File: config.mk
export PLATFORM = sky130hd
export DESIGN_NAME = teclado_emulador_flat
export DESIGN_NICKNAME = d
export VERILOG_FILES = /design/src/rtl/teclado_emulador_pkg.sv /design/src/rtl/teclado_emulador_if.sv /design/src/rtl/teclado_fifo.sv /design/src/rtl/teclado_emulador.sv /design/src/flat_wrapper.sv
export SDC_FILE = /design/constraint.sdc
export NUM_CORES = 1
export LEC_CHECK = 0
export ABC_AREA = 1
export BUFFER_PORTS_ARGS = -buffer_cell sky130_fd_sc_hd__buf_2
export CAP_MARGIN = 20
export CORE_AREA = 2 2 97 123
export CTS_BUF_LIST = sky130_fd_sc_hd__clkbuf_4
export DETAILED_ROUTE_END_ITERATION = 12
export DIE_AREA = 0 0 99 125
export GPL_TIMING_DRIVEN = 0
export PLACE_DENSITY = 0.59
export SYNTH_ARGS = -nofsm -noshare
export SYNTH_HDL_FRONTEND = slang
export SYNTH_HIERARCHICAL = 1
export SYNTH_SLANG_ARGS = --single-unit
File: constraint.sdc
create_clock -name clk -period 5.2 [get_ports clk]
set_input_delay 1.04 -clock clk [delete_from_list [all_inputs] [get_ports clk]]
set_output_delay 1.04 -clock clk [all_outputs]
set_load 0.02 [all_outputs]
File: src/rtl/teclado_emulador_pkg.sv
// Shared keypad-emulator definitions: key encodings, keypad position table,
// press-sequence states and the password packet type used elsewhere in the project.
package teclado_emulador_pkg;

    localparam int KEY_W      = 4;
    localparam int FIFO_DEPTH = 4;

    typedef enum logic [3:0] {
        KEY_0    = 4'h0,
        KEY_1    = 4'h1,
        KEY_2    = 4'h2,
        KEY_3    = 4'h3,
        KEY_4    = 4'h4,
        KEY_5    = 4'h5,
        KEY_6    = 4'h6,
        KEY_7    = 4'h7,
        KEY_8    = 4'h8,
        KEY_9    = 4'h9,
        KEY_A    = 4'hA,
        KEY_B    = 4'hB,
        KEY_C    = 4'hC,
        KEY_D    = 4'hD,
        KEY_STAR = 4'hE,
        KEY_HASH = 4'hF
    } key_code_e;

    typedef enum logic [2:0] {
        ST_IDLE,
        ST_BNC_PRESS,
        ST_HOLD,
        ST_BNC_REL,
        ST_GAP
    } press_state_e;

    typedef struct packed {
        logic [1:0] row;
        logic [1:0] col;
    } key_pos_t;

    // Indexed by key code; each entry is {row, col} of that key on the 4x4 pad
    // laid out as "1 2 3 A" / "4 5 6 B" / "7 8 9 C" / "* 0 # D".
    localparam key_pos_t KEY_POS_LUT [16] = '{
        4'hD, 4'h0, 4'h1, 4'h2,
        4'h4, 4'h5, 4'h6, 4'h8,
        4'h9, 4'hA, 4'h3, 4'h7,
        4'hB, 4'hF, 4'hC, 4'hE
    };

    typedef struct packed {
        logic [3:0] d3;
        logic [3:0] d2;
        logic [3:0] d1;
        logic [3:0] d0;
        logic [2:0] len;
    } senhaPac_t;

    function automatic key_pos_t key_pos(input logic [KEY_W-1:0] code);
        return KEY_POS_LUT[code];
    endfunction

    function automatic int max4(input int a, input int b, input int c, input int d);
        int m;
        m = a;
        if (b > m) m = b;
        if (c > m) m = c;
        if (d > m) m = d;
        return m;
    endfunction

endpackage

File: src/rtl/teclado_emulador_if.sv
// Key submission handshake: a producer offers key_code with key_valid,
// the emulator accepts it when key_ready is high.
interface teclado_emulador_if;
    import teclado_emulador_pkg::*;

    logic [KEY_W-1:0] key_code;
    logic             key_valid;
    logic             key_ready;

    modport master (
        output key_code,
        output key_valid,
        input  key_ready
    );

    modport slave (
        input  key_code,
        input  key_valid,
        output key_ready
    );

endinterface

File: src/rtl/teclado_fifo.sv
// Small circular FIFO holding queued key codes; head is readable combinationally
// so the press FSM can take it in the same cycle it pops.
module teclado_fifo #(
    parameter int DEPTH = 4,
    parameter int WIDTH = 4
) (
    input  logic             clk,
    input  logic             rst,
    input  logic [WIDTH-1:0] i_data,
    input  logic             i_push,
    input  logic             i_pop,
    output logic [WIDTH-1:0] o_data,
    output logic             o_full,
    output logic             o_empty
);

    localparam int AW = (DEPTH > 1) ? $clog2(DEPTH) : 1;
    localparam int CW = $clog2(DEPTH + 1);
    localparam logic [AW-1:0] LAST_PTR = AW'(DEPTH - 1);

    logic [WIDTH-1:0] r_mem [DEPTH];
    logic [AW-1:0]    r_wr_ptr;
    logic [AW-1:0]    r_rd_ptr;
    logic [CW-1:0]    r_count;
    logic             w_push;
    logic             w_pop;

    function automatic logic [AW-1:0] next_ptr(input logic [AW-1:0] p);
        return (p == LAST_PTR) ? '0 : p + AW'(1);
    endfunction

    assign o_full  = (r_count == CW'(DEPTH));
    assign o_empty = (r_count == '0);
    assign o_data  = r_mem[r_rd_ptr];

    // Full blocks a push even when a pop frees a slot in the same cycle.
    assign w_push = i_push && !o_full;
    assign w_pop  = i_pop && !o_empty;

    always_ff @(posedge clk or negedge rst) begin
        if (!rst) begin
            r_wr_ptr <= '0;
            r_rd_ptr <= '0;
            r_count  <= '0;
        end else begin
            if (w_push) r_wr_ptr <= next_ptr(r_wr_ptr);
            if (w_pop)  r_rd_ptr <= next_ptr(r_rd_ptr);
            case ({w_push, w_pop})
                2'b10:   r_count <= r_count + CW'(1);
                2'b01:   r_count <= r_count - CW'(1);
                default: r_count <= r_count;
            endcase
        end
    end

    always_ff @(posedge clk) begin
        if (w_push) r_mem[r_wr_ptr] <= i_data;
    end

endmodule

File: src/rtl/teclado_emulador.sv
// Matrix keypad emulator: queued keys are replayed as a bouncing contact closure
// that a row-scanning decoder sees on its active-low column inputs.
module teclado_emulador
    import teclado_emulador_pkg::*;
#(
    parameter int HOLD_CYCLES   = 50000,
    parameter int BOUNCE_CYCLES = 2000,
    parameter int BOUNCE_PERIOD = 250,
    parameter int GAP_CYCLES    = 50000
) (
    input  logic                clk,
    input  logic                rst,
    teclado_emulador_if.slave   key_if,
    input  logic [3:0]          lin_matriz,
    output logic [3:0]          col_matriz,
    output logic                pressed,
    output logic                busy,
    output logic                key_done
);

    localparam int MAX_LEN = max4(HOLD_CYCLES, BOUNCE_CYCLES, BOUNCE_PERIOD, GAP_CYCLES);
    localparam int CW      = $clog2(MAX_LEN + 1);

    localparam logic [CW-1:0] HOLD_LAST = CW'(HOLD_CYCLES - 1);
    localparam logic [CW-1:0] GAP_LAST  = CW'(GAP_CYCLES - 1);
    localparam logic [CW-1:0] BNC_LAST  = CW'((BOUNCE_CYCLES > 0) ? BOUNCE_CYCLES - 1 : 0);
    localparam logic [CW-1:0] PER_LAST  = CW'((BOUNCE_PERIOD > 0) ? BOUNCE_PERIOD - 1 : 0);

    press_state_e     r_state;
    press_state_e     w_state_next;
    logic [CW-1:0]    r_cnt;
    logic [CW-1:0]    w_cnt_next;
    logic [CW-1:0]    r_tgl;
    logic [CW-1:0]    w_tgl_next;
    logic             r_contact;
    logic             w_contact_next;
    logic [KEY_W-1:0] r_cur_key;
    logic [KEY_W-1:0] w_cur_key_next;

    logic             w_pop;
    logic             w_key_done;
    logic             w_fifo_full;
    logic             w_fifo_empty;
    logic [KEY_W-1:0] w_fifo_head;
    key_pos_t         w_cur_pos;
    logic             w_row_hit;

    teclado_fifo #(
        .DEPTH (FIFO_DEPTH),
        .WIDTH (KEY_W)
    ) u_fifo (
        .clk     (clk),
        .rst     (rst),
        .i_data  (key_if.key_code),
        .i_push  (key_if.key_valid),
        .i_pop   (w_pop),
        .o_data  (w_fifo_head),
        .o_full  (w_fifo_full),
        .o_empty (w_fifo_empty)
    );

    assign key_if.key_ready = !w_fifo_full;

    always_ff @(posedge clk or negedge rst) begin
        if (!rst) begin
            r_state   <= ST_IDLE;
            r_cnt     <= '0;
            r_tgl     <= '0;
            r_contact <= 1'b0;
            r_cur_key <= '0;
        end else begin
            r_state   <= w_state_next;
            r_cnt     <= w_cnt_next;
            r_tgl     <= w_tgl_next;
            r_contact <= w_contact_next;
            r_cur_key <= w_cur_key_next;
        end
    end

    // r_cnt counts cycles spent in the current phase; r_tgl paces bounce toggles.
    // The contact level for the first cycle of each phase is set on the transition.
    always_comb begin
        w_state_next   = r_state;
        w_cnt_next     = r_cnt + CW'(1);
        w_tgl_next     = r_tgl;
        w_contact_next = r_contact;
        w_cur_key_next = r_cur_key;
        w_pop          = 1'b0;
        w_key_done     = 1'b0;

        case (r_state)
            ST_IDLE: begin
                w_cnt_next = '0;
                w_tgl_next = '0;
                if (!w_fifo_empty) begin
                    w_pop          = 1'b1;
                    w_cur_key_next = w_fifo_head;
                    w_contact_next = 1'b1;
                    w_state_next   = (BOUNCE_CYCLES == 0) ? ST_HOLD : ST_BNC_PRESS;
                end
            end

            ST_BNC_PRESS, ST_BNC_REL: begin
                if (r_cnt == BNC_LAST) begin
                    w_cnt_next = '0;
                    w_tgl_next = '0;
                    if (r_state == ST_BNC_PRESS) begin
                        w_state_next   = ST_HOLD;
                        w_contact_next = 1'b1;
                    end else begin
                        w_state_next   = ST_GAP;
                        w_contact_next = 1'b0;
                    end
                end else if (r_tgl == PER_LAST) begin
                    w_tgl_next     = '0;
                    w_contact_next = !r_contact;
                end else begin
                    w_tgl_next = r_tgl + CW'(1);
                end
            end

            ST_HOLD: begin
                if (r_cnt == HOLD_LAST) begin
                    w_cnt_next     = '0;
                    w_tgl_next     = '0;
                    w_contact_next = 1'b0;
                    w_state_next   = (BOUNCE_CYCLES == 0) ? ST_GAP : ST_BNC_REL;
                end
            end

            ST_GAP: begin
                if (r_cnt == GAP_LAST) begin
                    w_cnt_next   = '0;
                    w_key_done   = 1'b1;
                    w_state_next = ST_IDLE;
                end
            end

            default: begin
                w_state_next = ST_IDLE;
            end
        endcase
    end

    // The emulated switch only connects its column when its own row is being driven low.
    assign w_cur_pos = key_pos(r_cur_key);
    assign w_row_hit = r_contact && !lin_matriz[w_cur_pos.row];

    generate
        for (genvar gi = 0; gi < 4; gi++) begin : g_col
            assign col_matriz[gi] = !(w_row_hit && (w_cur_pos.col == 2'(gi)));
        end
    endgenerate

    assign pressed  = r_contact;
    assign busy     = (r_state != ST_IDLE) || !w_fifo_empty;
    assign key_done = w_key_done;

endmodule

File: src/flat_wrapper.sv
// flat-port wrapper written by rule: the top's interface ports become plain ports
module teclado_emulador_flat import teclado_emulador_pkg::*;
#(
    parameter int HOLD_CYCLES   = 50000,
    parameter int BOUNCE_CYCLES = 2000,
    parameter int BOUNCE_PERIOD = 250,
    parameter int GAP_CYCLES    = 50000
)
  (clk, rst, lin_matriz, col_matriz, pressed, busy, key_done, key_if_key_code, key_if_key_valid, key_if_key_ready);
  teclado_emulador_if key_if_i ();
  input  logic clk;
  input  logic rst;
  input  logic [3:0] lin_matriz;
  output logic [3:0] col_matriz;
  output logic pressed;
  output logic busy;
  output logic key_done;
  input wire logic [$bits(key_if_i.key_code)-1:0] key_if_key_code;
  input wire logic [$bits(key_if_i.key_valid)-1:0] key_if_key_valid;
  output wire logic [$bits(key_if_i.key_ready)-1:0] key_if_key_ready;
  assign key_if_i.key_code = key_if_key_code;
  assign key_if_i.key_valid = key_if_key_valid;
  assign key_if_key_ready = key_if_i.key_ready;
  teclado_emulador #(.HOLD_CYCLES(HOLD_CYCLES), .BOUNCE_CYCLES(BOUNCE_CYCLES), .BOUNCE_PERIOD(BOUNCE_PERIOD), .GAP_CYCLES(GAP_CYCLES)) u_core (.clk(clk), .rst(rst), .key_if(key_if_i), .lin_matriz(lin_matriz), .col_matriz(col_matriz), .pressed(pressed), .busy(busy), .key_done(key_done));
endmodule
== Word-level counts from Yosys, hierarchy flattened ==
Memory sizes are Yosys's and may differ from the RTL's. A register that Yosys moved wholly into a read port is not among the register bits.
Index checks and enable logic that the tools add are counted.

* Add/sub/neg operators: 6
* $mul: 0
* Div/mod/pow operators: 0
* $lt $le $gt $ge: 2
* Equal/unequal tests: 20
* Shifts and indexed selects: 0
* Mux-type cells: 32
* Bitwise operators: 2
* Reductions and logical operators: 29

{| class="wikitable"
|+ Operators with widths
! kind !! number
|-
| $pmux 16 s3 || 2
|-
| $mux 16 || 5
|-
| $add 16x1->16 const B || 2
|-
| $eq 16x11->1 const B || 1
|-
| $eq 16x16->1 const B || 1
|-
| $eq 16x8->1 const B || 1
|-
| $mux 3 || 5
|-
| $mux 1 || 12
|-
| $pmux 3 s4 || 1
|-
| $eq 2x2->1 const B || 5
|-
| $logic_not 1->1 || 9
|-
| $mux 4 || 2
|-
| $reduce_and 4->1 || 2
|-
| $logic_and 1x1->1 || 7
|-
| $eq 3x2->1 const B || 2
|-
| $eq 3x3->1 const B || 2
|-
| $logic_not 3->1 || 2
|-
| $ne 2x1->1 const B || 3
|-
| $pmux 3 s2 || 1
|-
| $reduce_bool 3->1 || 2
|-
| $ge 5x5->1 const B || 1
|-
| $not 4->5 || 1
|-
| $add 2x1->2 const B || 2
|-
| $eq 2x1->1 const B || 2
|-
| 15 further kinds || 18
|}

* Flip-flop bits (word level): 43
* Bits in latches: 0
* Memory bits (writable): 16
* ROM bits: 64
* Input bits: 11
* Output and inout bits: 8
* Logic and storage cells: 100
* Memories kept: 2

{| class="wikitable"
|+ Memory list
! name !! depth !! bits a word !! rd ports !! clocked after memory_dff !! write ports !! RTL line !! text
|-
| (no name shown) || 16 || 4 || 1 || 0 || 0 || teclado_emulador_pkg.sv:58 || <nowiki>return KEY_POS_LUT[code];</nowiki>
|-
| u_core.u_fifo.r_mem || 4 || 4 || 1 || 1 || 1 || teclado_fifo.sv:21 || <nowiki>logic [WIDTH-1:0] r_mem [DEPTH];</nowiki>
|}

== Logic depth before layout (Yosys ltp) ==
Gate-level depths: netlist of run 1.

* Depth after elaboration: 10
* Mapped depth: 14
* Depth with buffers taken out: 14

== Cells and area by module ==
The synthesis of run 1 kept the hierarchy.

{| class="wikitable"
|+ Modules (own cells, without submodules)
! module !! times used !! cells each !! area each (sq um) !! sequential area each (sq um)
|-
| teclado_emulador || 1 || 398 || 2,712.6 || 1,001.0
|-
| teclado_fifo || 1 || 107 || 1,148.6 || 655.6
|}

== Worst setup path after synthesis of run 1 ==
Ideal clock, no wire load.

* Kind: input to output
* Start point: in lin_matriz[1]
* End point: out col_matriz[0]
* Arrival time: 1,609 ps
* Required time: 4,160 ps
* Slack: 2,551 ps
* Stages on the path: 2
* Path buffers: 0
* Cell sequence: o21ai_0 > nand4_1

* Cells in the longest elaborated chain, start to end: 6

{| class="wikitable"
|+ RTL lines
! what !! RTL line !! text
|-
| from (decl) || flat_wrapper.sv:13 || <nowiki>input logic [3:0] lin_matriz;</nowiki>
|-
| $bmux 1 s2 || teclado_emulador.sv:147 || <nowiki>assign w_row_hit = r_contact && !lin_matriz[w_cur_pos.row];</nowiki>
|-
| $mux 1 (not written as such) || teclado_emulador.sv:147 ||
|-
| $logic_not 1->1 || teclado_emulador.sv:147 ||
|-
| $logic_and 1x1->1 || teclado_emulador.sv:147 ||
|-
| $logic_and 1x1->1 || teclado_emulador.sv:151 || <nowiki>assign col_matriz[gi] = !(w_row_hit && (w_cur_pos.col == 2'(gi)));</nowiki>
|-
| $logic_not 1->1 || teclado_emulador.sv:151 ||
|-
| to (decl) || flat_wrapper.sv:14 || <nowiki>output logic [3:0] col_matriz;</nowiki>
|}

Every way passes these cells. The select of a mux whose other input is x is not followed.

== Worst setup path after layout of run 1 ==
* Start point: reg u_core.r_cur_key[0] (read register of u_core.u_fifo.r_mem)
* End point: out col_matriz[3]

* Cells in the longest elaborated chain, start to end: 10
* Elaborated cells on any way between the ends: 11
* Those cells by class: 1 x eq/ne; 4 x mux; 1 x bitwise; 4 x reduce/logical; 1 x memory

{| class="wikitable"
|+ RTL lines
! what !! RTL line !! text
|-
| from (decl) || teclado_emulador.sv:37 || <nowiki>logic [KEY_W-1:0] r_cur_key;</nowiki>
|-
| $not 4->5 (not written as such) (*) || teclado_emulador_pkg.sv:58 ||
|-
| $mem_v2 16x4 (*) || n/a ||
|-
| $mux 4 (not written as such) (*) (2 in a row) || teclado_emulador_pkg.sv:58 ||
|-
| $bmux 1 s2 || teclado_emulador.sv:147 ||
|-
| $mux 1 (not written as such) || teclado_emulador.sv:147 ||
|-
| $logic_not 1->1 || teclado_emulador.sv:147 ||
|-
| $logic_and 1x1->1 || teclado_emulador.sv:147 ||
|-
| $logic_and 1x1->1 (*) || teclado_emulador.sv:151 ||
|-
| $logic_not 1->1 (*) || teclado_emulador.sv:151 ||
|}

Every way passes the cells marked *; elsewhere a longest branch is shown, timed or not. The select of a mux whose other input is x is not followed.

==> results of run 1 <==
power groups by stage:
| stage | logic, W | registers [W] | clock network, W |
|---|---|---|---|
| finish | 0.000924 | 0.000728 | 0.000308 |
| global route | 0.00106 | 0.000744 | 0.000344 |
| CTS | 0.000940 | 0.000729 | 0.000323 |
| detailed placement | 0.000934 | 0.000739 | 0 |
| global placement | 0.000907 | 0.000734 | 0 |
| floorplan | 0.000728 | 0.000719 | 0 |
through the flow:
step           util, %  total power (W)  hold slack (ns)  worst slack, ns
2_1_floorplan        -          0.00145            0.451             2.55
3_3_place_gp      36.5          0.00164            0.483             2.42
3_5_place_dp      36.7          0.00167            0.486             2.39
4_1_cts           37.8          0.00199            0.502             2.18
5_1_grt           37.8          0.00215            0.525             1.98
6_report          37.8          0.00196            0.498             2.24
metal layers:
layer,part of all wire (%),wire length (um),track usage (%),up-vias
li1,-,-,-,1682
met1,43,3470,16.1,1506
met2,51,4120,24.0,50
met3,3.2,255,3.13,13
met4,2.0,161,6.04,0
met5,0,0,0,-
sequential cells by signal, summed over array words and instances (netlist names):
| signal | count |
|---|---|
| u_core/r_tgl | 16 |
| u_core/u_fifo/r_rd_ptr | 2 |
| u_core/r_cur_key | 4 |
| u_core/u_fifo/r_count | 3 |
| u_core/r_cnt | 16 |
| u_core/u_fifo/r_wr_ptr | 2 |
| u_core/pressed | 1 |
| u_core/u_fifo/r_mem | 16 |
| u_core/r_state | 3 |
worst reg2reg max path, delay by kind of cell (launching register included):
family	cells	cell delay (ns)
simple gates	8	1.13
flops	1	0.45
fa+ha+maj	2	0.56
buf+inv	2	0.16
Yosys cell counts (all sizes together) (5+ instances only):
cell | instances | share of area, %
o211ai | 8 | 2.2
xor2 | 13 | 2.9
dfrtp | 47 | 30
nor2 | 65 | 7.3
nand3 | 48 | 6.5
nand3b | 5 | 1.3
inv | 79 | 7.7
a21oi | 6 | 0.78
ha | 9 | 2.9
nand4 | 17 | 2.8
buf | 5 | 1.5
nand2 | 144 | 15
edfxtp | 16 | 12
nor3 | 13 | 1.7
o21ai | 19 | 2.5
final timing paths:
check,cells past startpoint,startpoint,endpoint,slack (ns)
worst max-delay path,7,u_core/r_cur_key[0],col_matriz[3],2.24
worst min-delay path,1,u_core/r_cnt[0],u_core/r_cnt[0],0.50
worst max register to register,12,u_core/r_state[0],u_core/u_fifo/r_count[2],2.81
worst min register to register,1,u_core/r_cnt[0],u_core/r_cnt[0],0.50
max in group asynchronous,2,rst,u_core/r_cnt[6],4.11
min in group asynchronous,1,rst,u_core/u_fifo/r_rd_ptr[0],0.57
final cells by class:
type                    instances  area, um2
plain buffers                   5       56.3
clock buffers                   9       67.6
clock inverters                 7       55.1
fillers                      1150       7020
inverters                      80        302
multi-input cells             357       1850
flip-flops and latches         63       1660
well taps                     138        173
repair buffers                 19        110
layout by cell type (no fill, tap or decap), types with 5 or more instances in the layout:
cell      count
dfrtp_1      47
clkbuf_4      9
nand4_1      17
o211ai_2      5
inv_2         8
nand2_1     139
inv_1        71
nand3_1      46
o21ai_0      18
nor2_2       15
ha_1          9
nor2_1       50
edfxtp_1     16
a21oi_1       6
nor3_1       13
buf_2        20
xor2_1       13
cells by family after synthesis:
logic type / Yosys count / synth area share, %
buffers and inverters: 85 / 9.27
AND/OR/NAND/NOR: 293 / 34.3
multiplexers: 1 / 0.292
XOR/XNOR: 16 / 3.63
adder cells (fa/ha/maj): 10 / 3.43
flip-flops: 63 / 42.9
AO/OA/AOI/OAI: 37 / 6.22
==> run metrics, run 1 <==
TritonCTS buffer count 9; Sum Neg Setup Slack 0 ns; sw frac between 40% and 50%; gr usage total approximately 14%; Pwr Density between 400 and 500 nW/um2; Final #Nets between 500 and 600; CP arrival approximately 1.9 ns; Clock Latency Late Sink between 0.4 and 0.5 ns; H-tree Lvls 3; Routed Antenna Nets 0; first-pass GRT wire length roughly 14 mm; Post-synth top flop dfrtp_1; Period minus WS final roughly 3 ns; peak supply drop roughly 0.25 mV; largest net degree at the start of global routing 29; Cell Count Post-Placement between 600 and 700; max-slew violation count 0; crit-path max cell delay about 0.45 ns; status complete, no violations; clock power share 15.7%; DRT Pass-1 Iters 4; measured slew at the worst slew-check pin 0.495 ns; core area 11300 um2; Unique masters post-synth 33; Post-synth EDFFs 16; RSZ-0062 raised after global routing false; DRC Markers 0; vias in the first global route 3100; ys async rst share roughly 75%; WS Path Type reg2out; synthesized area slightly below 4000 um2; Lkg Pwr roughly 2 nW; Initial Util 34.2%; crit-path most repeated cell nand2_1; Post-CTS Setup Inserts 0; design area between 4000 and 5000 um2; HP Class reg2reg; initial antenna violation count 0; Placer Congestion approximately 0.87; Pint ~0.0011 W; Slew headroom between 60% and 70%; register area share after synthesis 42.9%; setup violators final 0; Syn Nets 526; Avg Inst Size Synth 7.65 um2; Root Driver clkbuf_4; Post-Synthesis Cells approximately 500; vias post-DR about 3300; final std cells w/o fill approximately 680; Yosys reg bits 63; CP Data Required Time 4.16 ns; GRT Residual Overflow 0; WP buf/inv 1; I/O pin total 19; Layout area overhead 10.5%; crit path max fanout 6; final number of hold-violating endpoints 0; fmax approximately 340 MHz; Post-CTS Hold Fix Bufs 0; Crit. End Element primary output; Worst Setup Start Kind flip-flop; layout cells sized above 1 between 10% and 20%; clock sink count 63; num rows 44; CTS tree yes; CP max-delay cell dfrtp_1; Die Span X around 99 um; post_cts resized 0; Logic pwr share ~47%; vias per cell approximately 4.8; # port buffers 18; placed inst area approximately 4100 um2; DIE AREA approximately 12000 um2; post-DR wirelength/cell 11.8 um; fin crit share 57.0%; Reg clk slew, reported paths about 0.12 ns; final wirelength approximately 8 mm; Initial DRC Count about 160; Clock Path Buffers 2; sequential power share 37.1%; crit path cell chain nand2_1 > nand2_1 > o21ai_0 > nand2_1 > o21ai_0 > nand4_1 > buf_2; # diodes 0; clk_skew roughly 0.016 ns; max_cap viols 0; CP top delay family flip-flops; Die Span Y around 130 um; synth warn 6; post-DP HPWL 6.10 mm; P_sw 0.000901 W
No activity file was read; power rests on OpenSTA's default activity.
==> run 2, diff against run 1 <==
PLACE_DENSITY = 0.61   (was 0.59)
clock period = 2.4 ns   (was 5.2 ns; I/O delays follow)
==> run metrics, run 2 (synthesis results as in run 1) <==
layout cells sized above 1 17.1% (+2.5 points); num rows 44 (unchanged); WS Path Type reg2out; clock power share 18.0% (+2.3 points); worst hold endpoint u_core/u_fifo/r_mem[2][1]; capture point of the worst reg-to-reg path u_core/u_fifo/r_count[2]; Storage cell area 1660 um2 (about the same); status complete, no violations; largest net degree at the start of global routing 40 (+38%); clock sink count 63 (unchanged); worst hold path depth 1 (unchanged); CP Data Required Time 1.92 ns (-2.24 ns); Sum Neg Setup Slack 0 ns (unchanged); sw frac 43.6% (-2.4 points); commonest cells after routing, fill and taps aside nand2_1 (138), inv_1 (71), nor2_1 (46), dfrtp_1 (46), nand3_1 (44); post-DP HPWL 6.17 mm (+1.1%); P_sw 0.00200 W (+120%); HP Class in2reg; crit path cell chain nor2_2 > nand3b_1 > nand2_2 > a21oi_4 > o21ai_4 > nand4_1 > buf_2; CP arrival 1.77 ns (-0.15 ns); Pwr Density 1040 nW/um2 (+130%); fin crit share a little over nine tenths; clk_skew 0.0264 ns (+0.0103 ns); fmax roughly 440 MHz; Logic pwr share 47.2% (about the same); DRT Pass-1 Iters 4 (unchanged); vias in the first global route 3324 (+7.2%); fillcell total 1171 (+1.8%); peak supply drop 0.393 mV (+59%); core area 11300 um2 (unchanged); largest registers u_core/r_cnt: 16 flops, u_core/r_tgl: 16 flops, u_core/u_fifo/r_mem: 16 flops; CTS tree yes; Slew headroom 71.2% (+4.1 points); crit path max fanout 6 (unchanged); CP top delay family simple AND/OR/NAND/NOR gates; gr usage total 14.6% (+0.83 points); Initial Util 34.2% (unchanged); CP max-delay cell dfrtp_2; final std cells w/o fill 683 (+0.74%); reg-to-reg slack, setup 0.24 ns (-2.57 ns); measured slew at the worst slew-check pin 0.429 ns (-0.0654 ns); most common library cell in the layout ignoring fill and taps nand2_1; WP buf/inv 1 (unchanged); RSZ-0062 raised after global routing true; final number of hold-violating endpoints 0 (unchanged); I/O pin total 19 (unchanged); Pint 0.00259 W (+140%); post-DR wirelength/cell 12.1 um (+2.3%); Layout area overhead 14.0%; Routed Antenna Nets 0 (unchanged); max-slew violation count 0 (unchanged); Period minus WS final approximately 2.3 ns; Lkg Pwr 2.06 nW (+2.3%); Placer Congestion 0.864 (-0.42%); Initial DRC Count 132 (-15%); Hold Startpoint key_if_key_code[1]; reg2reg start u_core/r_state[0]; Clock Path Buffers 2 (unchanged); initial antenna violation count 1 (+1); area of the multi-input gates 1900 um2 (+3.0%); Root Driver clkbuf_4; H-tree Lvls 3 (unchanged); reg2reg path depth 12 (unchanged); # port buffers 18 (unchanged); first-pass GRT wire length 14.8 mm (+5.8%); crit-path max cell delay 0.46 ns (about the same); Die Span Y 125 um (unchanged); Final #Nets 560 (+0.72%); Hold WS 0.281 ns (-0.217 ns); max_cap viols 0 (unchanged); vias per cell 4.83 (+0.76%); Crit. End Element primary output; DIE AREA 12400 um2 (unchanged); vias post-DR 3300 (+1.5%); Clock Latency Late Sink 0.43 ns (about the same); sequential power share 34.8% (-2.3 points); GRT Residual Overflow 0 (unchanged); DRC Markers 0 (unchanged); TritonCTS buffer count 9 (unchanged); setup violators final 0 (unchanged); Cell Count Post-Placement 662 (unchanged); Die Span X 99 um (unchanged); final wirelength 8.25 mm (+3.1%); Reg clk slew, reported paths 0.11 ns (about the same); Worst Setup Start Kind flip-flop
## run 2: cell count changes in the layout (fill, tap and decap cells not counted), moves of 3 or more
cell     change
buf_4        +5
nor2_1       -4
inv_6        -3
nor2_2       +3
o21ai_0      -3
## run 2: repair_timing
action                                  4_1_cts  5_1_grt
pin swaps                                     0        3
resized for setup                             3       17
endpoints found under the setup margin        6        6
hold buffers                                  1        0
endpoints found under the hold margin         8        0
setup buffers                                 0        3
## run 2: power by group through the flow
stage	clock network (W)	logic, W	registers [W]
after floorplan	0	0.00158	0.00156
after global placement	0	0.00197	0.00159
after detailed placement	0	0.00202	0.00161
after CTS	0.000863	0.00205	0.00158
after global routing	0.000909	0.00249	0.00163
final	0.000826	0.00216	0.00159
## run 2: how the worst max path moves through the flow
stage                                    from                       end  slack [ns]  cells past startpoint
after floorplan             u_core/r_state[0]  u_core/u_fifo/r_count[2]        0.35                     12
after global placement      u_core/r_state[0]  u_core/u_fifo/r_count[2]        0.11                     12
after detailed placement    u_core/r_state[0]  u_core/u_fifo/r_count[2]        0.01                     12
after CTS                 u_core/r_cur_key[1]             col_matriz[0]        0.04                      6
after global routing      u_core/r_cur_key[1]             col_matriz[1]       -0.03                      7
final                     u_core/r_cur_key[0]             col_matriz[1]        0.15                      7
## run 2: layout make-up
type	instances	area share [%]
diodes	1	0.0569
clock buffers	10	1.71
multi-input cells	357	43.2
clock inverters	6	1.93
inverters	80	6.85
plain buffers	5	1.28
well taps	138	3.92
flip-flops and latches	63	37.7
repair buffers	23	3.35
## run 2: stage by stage
step                      util [%]  cell area (um2)  total power [W]  setup WS, ns
after global routing          39.0             4400          0.00502       -0.0289
after detailed placement      36.7             4140          0.00363        0.0140
after CTS                     38.3             4320          0.00449        0.0445
after global placement        36.5             4120          0.00357         0.112
after floorplan                  -             3860          0.00313         0.348
final                         39.0             4400          0.00458         0.146
## run 2: layer usage
metal	part of all wire [%]	track usage, %	wire length [um]
met4	2.0	10.5	161
met2	53	25.6	4400
met1	42	16.0	3490
met3	2.4	2.07	200
met5	0	0	0
